--- src/rtl/mem_arbiter.sv ---
// Round-robin arbiter giving the single-ported main memory to the I-cache fill
// engine or the D-cache fill/writeback engine, one 4-word line burst at a time.
`timescale 1ns/1ps
module mem_arbiter #(
   parameter int WORDS   = 4,
   parameter int MEM_LAT = 2
) (
   input  logic        clk,
   input  logic        rst,
   input  logic        i_req,
   input  logic [15:0] i_addr,
   output logic        i_gnt,
   output logic        i_rvalid,
   output logic [15:0] i_rdata,
   output logic        i_done,
   input  logic        d_req,
   input  logic        d_wr,
   input  logic [15:0] d_addr,
   input  logic [15:0] d_wdata,
   output logic        d_gnt,
   output logic        d_rvalid,
   output logic [15:0] d_rdata,
   output logic        d_done,
   output logic [1:0]  word_idx,
   output logic        mem_rd,
   output logic        mem_wr,
   output logic [15:0] mem_addr,
   output logic [15:0] mem_wdata,
   input  logic [15:0] mem_rdata,
   output logic        busy
);

   typedef enum logic [1:0] {IDLE, ISSUE, DRAIN, DONE} state_t;
   localparam logic [1:0] LAST_IDX = 2'(WORDS - 1);

   state_t                  state;
   logic                    owner;       // 0 = I-cache, 1 = D-cache
   logic                    last_owner;
   logic                    wr;
   logic [12:0]             base;
   logic                    pick_d;
   logic [15:0]             pick_addr;
   logic [MEM_LAT-1:0]      rd_vld;
   logic [MEM_LAT-1:0][1:0] rd_idx;
   logic                    ret_vld;
   logic                    ret_last;
   logic                    unused_addr_bits;

   // D wins a tie unless it owned the previous burst
   assign pick_d    = d_req && (!i_req || !last_owner);
   assign pick_addr = pick_d ? d_addr : i_addr;
   assign ret_vld   = rd_vld[MEM_LAT-1];
   assign ret_last  = ret_vld && (rd_idx[MEM_LAT-1] == LAST_IDX);

   always_ff @(posedge clk or negedge rst) begin
      if (!rst) begin
         state      <= IDLE;
         owner      <= 1'b0;
         last_owner <= 1'b0;
         wr         <= 1'b0;
         base       <= '0;
         word_idx   <= '0;
         mem_rd     <= 1'b0;
         mem_wr     <= 1'b0;
         mem_addr   <= '0;
         i_gnt      <= 1'b0;
         d_gnt      <= 1'b0;
         i_done     <= 1'b0;
         d_done     <= 1'b0;
         busy       <= 1'b0;
      end else begin
         case (state)
            IDLE: if (i_req || d_req) begin
               state      <= ISSUE;
               owner      <= pick_d;
               last_owner <= pick_d;
               wr         <= pick_d && d_wr;
               base       <= pick_addr[15:3];
               word_idx   <= '0;
               mem_rd     <= !(pick_d && d_wr);
               mem_wr     <= pick_d && d_wr;
               mem_addr   <= {pick_addr[15:3], 3'b000};
               i_gnt      <= !pick_d;
               d_gnt      <= pick_d;
               busy       <= 1'b1;
            end
            ISSUE: if (word_idx == LAST_IDX) begin
               mem_rd   <= 1'b0;
               mem_wr   <= 1'b0;
               mem_addr <= '0;
               word_idx <= '0;
               if (wr) begin
                  state  <= DONE;
                  i_done <= !owner;
                  d_done <= owner;
               end else begin
                  state  <= DRAIN;
               end
            end else begin
               word_idx <= word_idx + 2'd1;
               mem_addr <= {base, word_idx + 2'd1, 1'b0};
            end
            DRAIN: if (ret_last) begin
               state  <= DONE;
               i_done <= !owner;
               d_done <= owner;
            end
            DONE: begin
               state  <= IDLE;
               i_gnt  <= 1'b0;
               d_gnt  <= 1'b0;
               i_done <= 1'b0;
               d_done <= 1'b0;
               busy   <= 1'b0;
            end
            default: state <= IDLE;
         endcase
      end
   end

   // Read-return tracker: each issued read walks MEM_LAT stages with its word index
   always_ff @(posedge clk or negedge rst) begin
      if (!rst) begin
         rd_vld <= '0;
         rd_idx <= '0;
      end else begin
         rd_vld[0] <= mem_rd;
         rd_idx[0] <= word_idx;
         for (int s = 1; s < MEM_LAT; s++) begin
            rd_vld[s] <= rd_vld[s-1];
            rd_idx[s] <= rd_idx[s-1];
         end
      end
   end

   assign i_rvalid  = ret_vld && !owner;
   assign d_rvalid  = ret_vld && owner;
   assign i_rdata   = i_rvalid ? mem_rdata : '0;
   assign d_rdata   = d_rvalid ? mem_rdata : '0;
   assign mem_wdata = mem_wr ? d_wdata : '0;

   assign unused_addr_bits = ^{i_addr[2:0], d_addr[2:0]};

endmodule

--- config.mk ---
export PLATFORM = sky130hd
export DESIGN_NAME = mem_arbiter
export DESIGN_NICKNAME = d
export VERILOG_FILES = /design/src/rtl/mem_arbiter.sv
export SDC_FILE = /design/constraint.sdc
export NUM_CORES = 1
export LEC_CHECK = 0
export ABC_CLOCK_PERIOD_IN_PS = 1800
export CORE_UTILIZATION = 38
export CTS_CLUSTER_DIAMETER = 100
export DETAILED_ROUTE_END_ITERATION = 8
export PLACE_DENSITY = 0.86
export SLEW_MARGIN = 20
export SYNTH_ARGS = -nofsm -noshare
export SYNTH_HDL_FRONTEND = slang
export SYNTH_SLANG_ARGS = --single-unit
--- constraint.sdc ---
create_clock -name clk -period 1.8 [get_ports clk]
set_input_delay 0.36 -clock clk [delete_from_list [all_inputs] [get_ports clk]]
set_output_delay 0.36 -clock clk [all_outputs]
set_load 0.02 [all_outputs]
# ---- Yosys cells after proc, flatten, opt, wreduce, memory -nomap -nowiden
# Index checks and enable logic that the tools add are counted.
dict set report totals {
  regBits 48
  input_bits 69
  out_inout_bits 75
  elab_cells 81
}
dict set report classes {
  add_sub_neg 1
  n_eq_ne 9
  n_mux 34
  n_reduce_logical 21
}
# cell count
set ops {}
lappend ops {{two-way mux 16 bit} 6}
lappend ops {{one-hot mux 16 bit (2 select lines)} 1}
lappend ops {{two-way mux 1 bit} 13}
lappend ops {{two-way mux 2 bit} 5}
lappend ops {{one-hot mux 1 bit (2 select lines)} 5}
lappend ops {{equality test 2 bit, second input constant} 4}
lappend ops {{!= test 2 bit, second input constant} 4}
lappend ops {{one-hot mux 2 bit (4 select lines)} 1}
lappend ops {{one-hot mux 1 bit (3 select lines)} 2}
lappend ops {{AND reduction 2 bit} 3}
lappend ops {{AND reduction 3 bit} 2}
lappend ops {{logical AND 1 bit} 5}
lappend ops {{zero test 1 bit} 4}
lappend ops {{one-hot mux 2 bit (2 select lines)} 1}
lappend ops {{AND reduction 4 bit} 1}
lappend ops {{nonzero test 2 bit} 2}
lappend ops {{nonzero test 3 bit} 1}
lappend ops {{adder 2 x 1 -> 2 bit, second input constant} 1}
lappend ops {{equality test 2 x 1 -> 1 bit, second input constant} 1}
lappend ops {{zero test 2 bit} 1}
lappend ops {{logical OR 1 bit} 2}

# ---- Longest topological paths before layout
# Gate-level depths: netlist (run 1).
dict set report logic_depth {
  depth_word 7
  ltp_mapped 8
  ltp_nobuf 6
}

# ---- Worst setup path before layout (run 1)
# OpenSTA, ideal clock, no wires.
dict set report synth_timing {
  path_type {reg2out}
  start {register rd_vld[1]}
  end {output port i_rdata[10]}
  t_arrival_ns 1.361
  t_required_ns 1.440
  setup_slack_ns 0.079
  stages_incl_launch_ff 4
  path_buffers 1
  path_cell_list {dfrtp_1 > nor2b_1 > clkbuf_1 > and2_1}
}
dict set report synth_via {
  elab_chain_len 2
}
# element line
set synth_rtl {}
lappend synth_rtl {{start: declaration} 43} ;# logic [MEM_LAT-1:0] rd_vld;
lappend synth_rtl {{start signal: indexed assignment} 130} ;# rd_vld[s] <= rd_vld[s-1];
lappend synth_rtl {{logical AND 1 bit} 136} ;# assign i_rvalid = ret_vld && !owner;
lappend synth_rtl {{named net i_rvalid} 13} ;# output logic i_rvalid,
lappend synth_rtl {{two-way mux 16 bit} 138} ;# assign i_rdata = i_rvalid ? mem_rdata : '0;
lappend synth_rtl {{end: declaration} 14} ;# output logic [15:0] i_rdata,
# The timed path passes the listed nets, and every way through them passes these cells.

# ---- Worst setup path after layout (run 1)
dict set report layout_timing {
  start {register state[0]}
  end {register i_done}
}
dict set report layout_via {
  elab_chain_len 3
  word_cells_on_any_way 9
  classes_between {eq/ne (6); mux (1); reduce/logical (2)}
}
# element line
set layout_rtl {}
lappend layout_rtl {{start: declaration} 36} ;# state_t state;
lappend layout_rtl {{start signal: assignment} 57} ;# state <= IDLE;
lappend layout_rtl {{start signal: assignment} 74} ;# state <= ISSUE;
lappend layout_rtl {{start signal: assignment} 93} ;# state <= DONE;
lappend layout_rtl {{equality test 2 x 1 -> 1 bit or equality test 2 bit (tied branches)} 72} ;# case (state)
lappend layout_rtl {{!= test 2 bit (no source line) or nonzero test 3 bit (tied branches)} n/a}
lappend layout_rtl {{AND reduction 4 bit (no source line)} n/a}
lappend layout_rtl {{end signal: assignment} 94} ;# i_done <= !owner;
lappend layout_rtl {{end signal: assignment} 105} ;# i_done <= !owner;
lappend layout_rtl {{end: declaration} 15} ;# output logic i_done,
# Parallel ways exist; a longest one is shown, timed or not.
# A chain may end at the register's enable or synchronous reset.

==> impl_metrics.yaml, run 1 <==
outcome:
  status: "completed"
floorplanning:
  dieArea_sq_um: 6897
  start_util_pct: 39.31
  ioPinCount: 144
  fp.dieW_um: 83.05
  design.core.area_sq_um: 6350
  die_h_um: 83.05
  rows: 29
pwr:
  ir_worst_vdd_mv: 0.4955
  power.density_nw_per_um2: 456.3
  p_total_mw: 1.857
  p_leak_nw: 2.072
clock_tree:
  cts_buffer_depth: 2
  clockRootBuffer: "clkbuf_8"
  clk_latency_ns: 0.30
  h-tree-depth: 2
  path_clk_slew_ns: 0.08
  numCtsBuffers: 5
  cts_tree: "built"
  clock_sinks: 45
  cts_hold_buffers: 0
global_routing:
  overflow: 0
  grt_pass1_vias: 2491
  grt_first_pass_wirelength_mm: 11.32
  grt_start_max_net_pins: 27
  antenna_found_initial: 0
  track_usage_pct: 19.97
synth:
  avgSynthCellArea_sq_um: 9.905
  synth_nets: 328
  syn_area_sq_um: 2496
  synthCells: 252
  synth_warnings: 0
  yosysUniqueCellTypes: 38
  synth-seq-cells: 45
  yosysSeqAreaShare_pct: 45.11
layout:
  drive_gt1_share_pct: 17.89
  mostFrequentLayoutCell: "clkdlybuf4s50_1"
  area_growth_pct: 63.06
  layout_common_cells: "clkdlybuf4s50_1, dfrtp_1, and2_1, buf_4, dlygate4sd2_1"
  antenna_cells: 0
  fillers: 540
  nNetsFinal: 483
drt:
  wl_per_cell_um: 14.17
  drt-pass1-iter-count: 4
  drtIter0Drc: 65
  post_drt_via_cell_ratio: 5.066
  drtAntennaViolNets: 0
  via_count: 2457
  postRouteWirelength_mm: 6.871
  drc_errors: 0
sta:
  clock.fmax_ghz: 0.5708
  setup_viol: 0
  max_slew_margin_pct: 61.82
  finalHoldViolCount: 0
  fin_skew_ns: 0.008410
  slew_violations: 0
  period_needed_ns: 1.752
  post-route-period-util_pct: 97.32
  holdWs_ns: 0.03025
  worstMarginPinSlew_ns: 0.5713
  rsz0062_at_grt: "yes"
  tns_ns: 0
placement:
  dpl.hpwl_mm: 5.228
  portBuffers: 136
  finalWeightedCongestion: 0.7897
worst_setup_path:
  crit_fanout: 4
  arrival_ns: 1.94
  end_kind: "flop"
  worstPathRequired_ns: 1.99
  cp-start-kind: "flop"
  crit_type: "reg -> reg"
job:
  cap_violations: 0
worst_hold_path:
  hold_path_class: "in -> async"
## synth_stat cells
| master | count | area [sq um] |
|---|---|---|
| dfrtp_1 | 45 | 1126 |
| and2_1 | 33 | 206.5 |
| nand2_1 | 21 | 78.83 |
| o21ai_0 | 21 | 105.1 |
| nor2_1 | 17 | 63.81 |
| and3_1 | 16 | 100.1 |
| a21oi_1 | 15 | 75.07 |
| mux2i_1 | 15 | 150.1 |
| a2bb2oi_1 | 13 | 113.9 |
| clkbuf_1 | 7 | 26.28 |
| ha_1 | 7 | 87.58 |
| buf_4 | 5 | 37.54 |
| buf_2 | 4 | 20.02 |
| nor2b_1 | 4 | 25.02 |
| inv_1 | 3 | 11.26 |
| a32o_1 | 2 | 20.02 |
| buf_6 | 2 | 22.52 |
| mux2_2 | 2 | 22.52 |
| a2111oi_4 | 1 | 27.53 |
| a211oi_1 | 1 | 7.510 |
| a211oi_2 | 1 | 12.51 |
| a21boi_2 | 1 | 11.26 |
| a22o_1 | 1 | 8.760 |
| a22oi_1 | 1 | 7.510 |
| a31oi_1 | 1 | 6.260 |
| and2b_1 | 1 | 7.510 |
| buf_12 | 1 | 20.02 |
| conb_1 | 1 | 3.750 |
| mux2_4 | 1 | 15.01 |
| nand3_2 | 1 | 10.01 |
| nand3b_1 | 1 | 7.510 |
| nor2_2 | 1 | 6.260 |
| nor3b_2 | 1 | 12.51 |
| o21ai_1 | 1 | 5.000 |
| o21ai_2 | 1 | 8.760 |
| o2bb2ai_1 | 1 | 8.760 |
| or3_1 | 1 | 6.260 |
| or3b_4 | 1 | 11.26 |
## logic make-up (layout without fill, tap and decap cells)
family / Yosys count / after routing / share of synthesized area [%]
AOI/OAI and AO/OA: 61 / 61 / 16.74
adders and majority gates: 7 / 7 / 3.509
buffers and inverters: 22 / 178 / 5.514
DFF: 45 / 45 / 45.11
muxes: 18 / 18 / 7.518
other: 1 / 1 / 0.1502
and+or+nand+nor: 98 / 98 / 21.45
## final cells by class
type                       count  area [sq um]  area share, %
timing repair buffer         167          1498          36.80
clock buffer                   6         72.57          1.783
tap                           77         96.34          2.367
sequential                    45          1127          27.70
clock inverter                 2         10.01         0.2459
inverter                       3         11.26         0.2767
multi-input combinational    185          1255          30.83
## power breakdown
group	switching (mW)	total (mW)	leakage (nW)	internal, mW
registers	0	1.01	0.622	1.01
logic	0.0800	0.240	1.40	0.160
clock network	0.339	0.608	0.0450	0.269
## registers in the layout, summed over array words and instances (netlist names), 2 cells and up
signal and count:
state 2, rd_vld 2, rd_idx 4, mem_addr 14
base 13
## worst paths after layout
| check | slack (ns) | from | depth (start not counted) | to |
|---|---|---|---|---|
| max | 0.05 | state[0] | 5 | i_done |
| min in group clk | 0.35 | rd_vld[0] | 0 | rd_vld[1] |
| max reg2reg | 0.05 | state[0] | 5 | i_done |
| min reg2reg | 0.35 | rd_vld[0] | 0 | rd_vld[1] |
| min | 0.03 | rst | 1 | mem_addr[12] |
| max in group asynchronous | 1.24 | rst | 2 | mem_wr |
## per-layer routing
metal | vias to the layer above | global-route usage (%) | wire, um
met1 | 1166 | 22.90 | 2828
met2 | 108 | 37.11 | 3504
li1 | 1179 | - | -
met3 | 4 | 5.268 | 493
met5 | - | 0 | 0
met4 | 0 | 4.075 | 44
## per-stage QoR
| stage | worst slack [ns] | area (sq um) | cells | util [%] |
|---|---|---|---|---|
| 2_1_floorplan | 0.07873 | 2496 | 252 | - |
| 3_3_place_gp | -0.2960 | 4050 | 473 | 63.78 |
| 3_5_place_dp | -0.3876 | 4050 | 473 | 63.78 |
| 4_1_cts | 0.001688 | 4115 | 483 | 64.81 |
| 5_1_grt | -0.006106 | 4070 | 485 | 64.10 |
| 6_report | 0.04816 | 4070 | 485 | 64.10 |
## worst max-delay path, cell delays in order, from the launching register on
cell       delay (ns)
dfrtp_1          0.42
inv_1            0.09
buf_4            0.15
ha_1             0.24
a2111oi_4        0.41
mux2_4           0.33
## repair_timing
action                                  4_1_cts  5_1_grt
pin swaps                                     0        2
endpoints found under the setup margin       64       52
gates cloned                                  0        1
buffers inserted                              2        1
gates resized for setup                      77       38
Note: power is estimated with default switching activity, not from simulation.
==> inputs of run 2 (changes only) <==
Settings changed: HOLD_SLACK_MARGIN set to 0.05.
==> run 2 against run 1 <==
Cell count increased by 0.21%. Count of clock-buffer cells in the layout unchanged. Combinational power about the same. Via count increased by 0.20%. Die area unchanged. Register-to-register slack about the same. First-iteration DRC count shrank 3.1%. Wire length barely moved. Core utilization grew 0.16 points. Flip-flop and latch count is the same. Critical endpoint unchanged.
==> impl_metrics.yaml, run 2 (synthesis results as in run 1) <==
job:
  cap_violations: 0
layout:
  layout_common_cells: "clkdlybuf4s50_1, dfrtp_1, and2_1, buf_4, dlygate4sd2_1"
  largest_reg_flops: 14
  mostFrequentLayoutCell: "clkdlybuf4s50_1"
  reg_top3: "mem_addr x14, base x13, rd_idx x4"
  fin_util_pct: 64.26
  finalInstanceArea_sq_um: 4080
  nNetsFinal: 484
  largest-register: "mem_addr"
  drive_gt1_share_pct: 17.85
  antenna_cells: 0
  final_cells: 486
  area_growth_pct: 63.46
drt:
  post_drt_via_cell_ratio: 5.066
  wl_per_cell_um: 14.14
  drc_errors: 0
  drtAntennaViolNets: 0
  drtIter0Drc: 63
  drt-pass1-iter-count: 4
  via_count: 2462
  postRouteWirelength_mm: 6.874
floorplanning:
  design.core.area_sq_um: 6350
  die_h_um: 83.05
  dieArea_sq_um: 6897
  start_util_pct: 39.31
  fp.dieW_um: 83.05
  rows: 29
  ioPinCount: 144
sta:
  post-route-period-util_pct: 97.61
  max_slew_margin_pct: 62.22
  slew_violations: 0
  finalHoldViolCount: 0
  worstMarginPinSlew_ns: 0.5654
  setup_ws_ns: 0.04310
  fin_skew_ns: 0.008068
  holdWs_ns: 0.3540
  setup_viol: 0
  period_needed_ns: 1.757
  clock.fmax_ghz: 0.5692
  rsz0062_at_grt: "yes"
worst_setup_path:
  cp_slowest_cell: "dfrtp_1"
  worstPathRequired_ns: 1.99
  cp-start-kind: "flop"
  crit_path_max_incr_delay_ns: 0.42
  cp.buffers_inverters: 2
  arrival_ns: 1.95
  crit_type: "reg -> reg"
  crit_chain: "inv_1 > buf_4 > ha_1 > a2111oi_4 > mux2_4"
  end_kind: "flop"
  crit_fanout: 4
  cp_top_family: "flip-flops"
pwr:
  p_leak_nw: 2.076
  ir_worst_vdd_mv: 0.5001
  power.density_nw_per_um2: 455.7
placement:
  portBuffers: 136
  finalWeightedCongestion: 0.7897
  postPlaceCellArea_sq_um: 4050
  dp_cells: 473
  dpl.hpwl_mm: 5.228
  pre_cts_ws_ns: -0.3876
global_routing:
  grt_pass1_vias: 2499
  track_usage_pct: 19.97
  grt_first_pass_wirelength_mm: 11.31
  antenna_found_initial: 0
  overflow: 0
  grt_start_max_net_pins: 27
clock_tree:
  clk_latency_ns: 0.30
  clockRootBuffer: "clkbuf_8"
  h-tree-depth: 2
  cts_buffer_depth: 2
  numCtsBuffers: 5
  clock_sinks: 45
  cts_tree: "built"
  path_clk_slew_ns: 0.08
outcome:
  status: "completed"
worst_hold_path:
  hold_path_class: "reg -> reg"
==> run 2: metrics by stage <==
stage	TNS, ns	power [mW]
6_report	0	1.859
5_1_grt	-0.01415	1.940
4_1_cts	0	1.872
3_5_place_dp	-12.13	1.272
3_3_place_gp	-9.681	1.265
2_1_floorplan	0	1.101
==> run 2: worst reg2reg max path, cell delays in order (launching register included) <==
cell,delay [ns]
dfrtp_1,0.42
inv_1,0.09
buf_4,0.15
ha_1,0.24
a2111oi_4,0.41
mux2_4,0.33
==> run 2: area by class of cell <==
cell class	instances	area, sq um
inverters	3	11.26
flip-flops and latches	45	1127
clock buffers	6	72.57
fillers	538	2270
well taps	77	96.34
clock inverters	2	10.01
repair buffers	168	1508
multi-input cells	185	1255
==> run 2: what timing repair did <==
action | CTS | global route
hold buffers | 1 | 0
setup endpoints to repair | 64 | 52
pin swaps | 0 | 2
cloned | 0 | 1
buffers inserted | 2 | 1
endpoints found under the hold margin | 21 | 0
resized for setup | 77 | 38
==> run 2: worst paths after layout <==
path / from / to / slack, ns / depth (start not counted)
worst min-delay path: rd_vld[0] / rd_vld[1] / 0.35 / 0
worst min register to register: rd_vld[0] / rd_vld[1] / 0.35 / 0
worst max register to register: state[0] / i_done / 0.04 / 5
max in group asynchronous: rst / mem_wr / 0.69 / 3
min in group asynchronous: rst / base[10] / 0.58 / 2
worst max-delay path: state[0] / i_done / 0.04 / 5
==> run 2: power breakdown <==
part           leakage (nW)  switching (mW)  total (mW)  internal [mW]
Clock                0.0450           0.339       0.608          0.269
Sequential            0.622               0        1.01           1.01
Combinational          1.41          0.0803       0.241          0.161
Total                  2.08           0.419        1.86           1.44
==> run 2: per-layer routing <==
metal	up-vias	share of wire [%]	GRT usage (%)
li1	1181	-	-
met1	1178	41	22.90
met2	99	51	37.33
met3	4	6.8	5.169
met4	0	0.64	3.762
met5	-	0	0
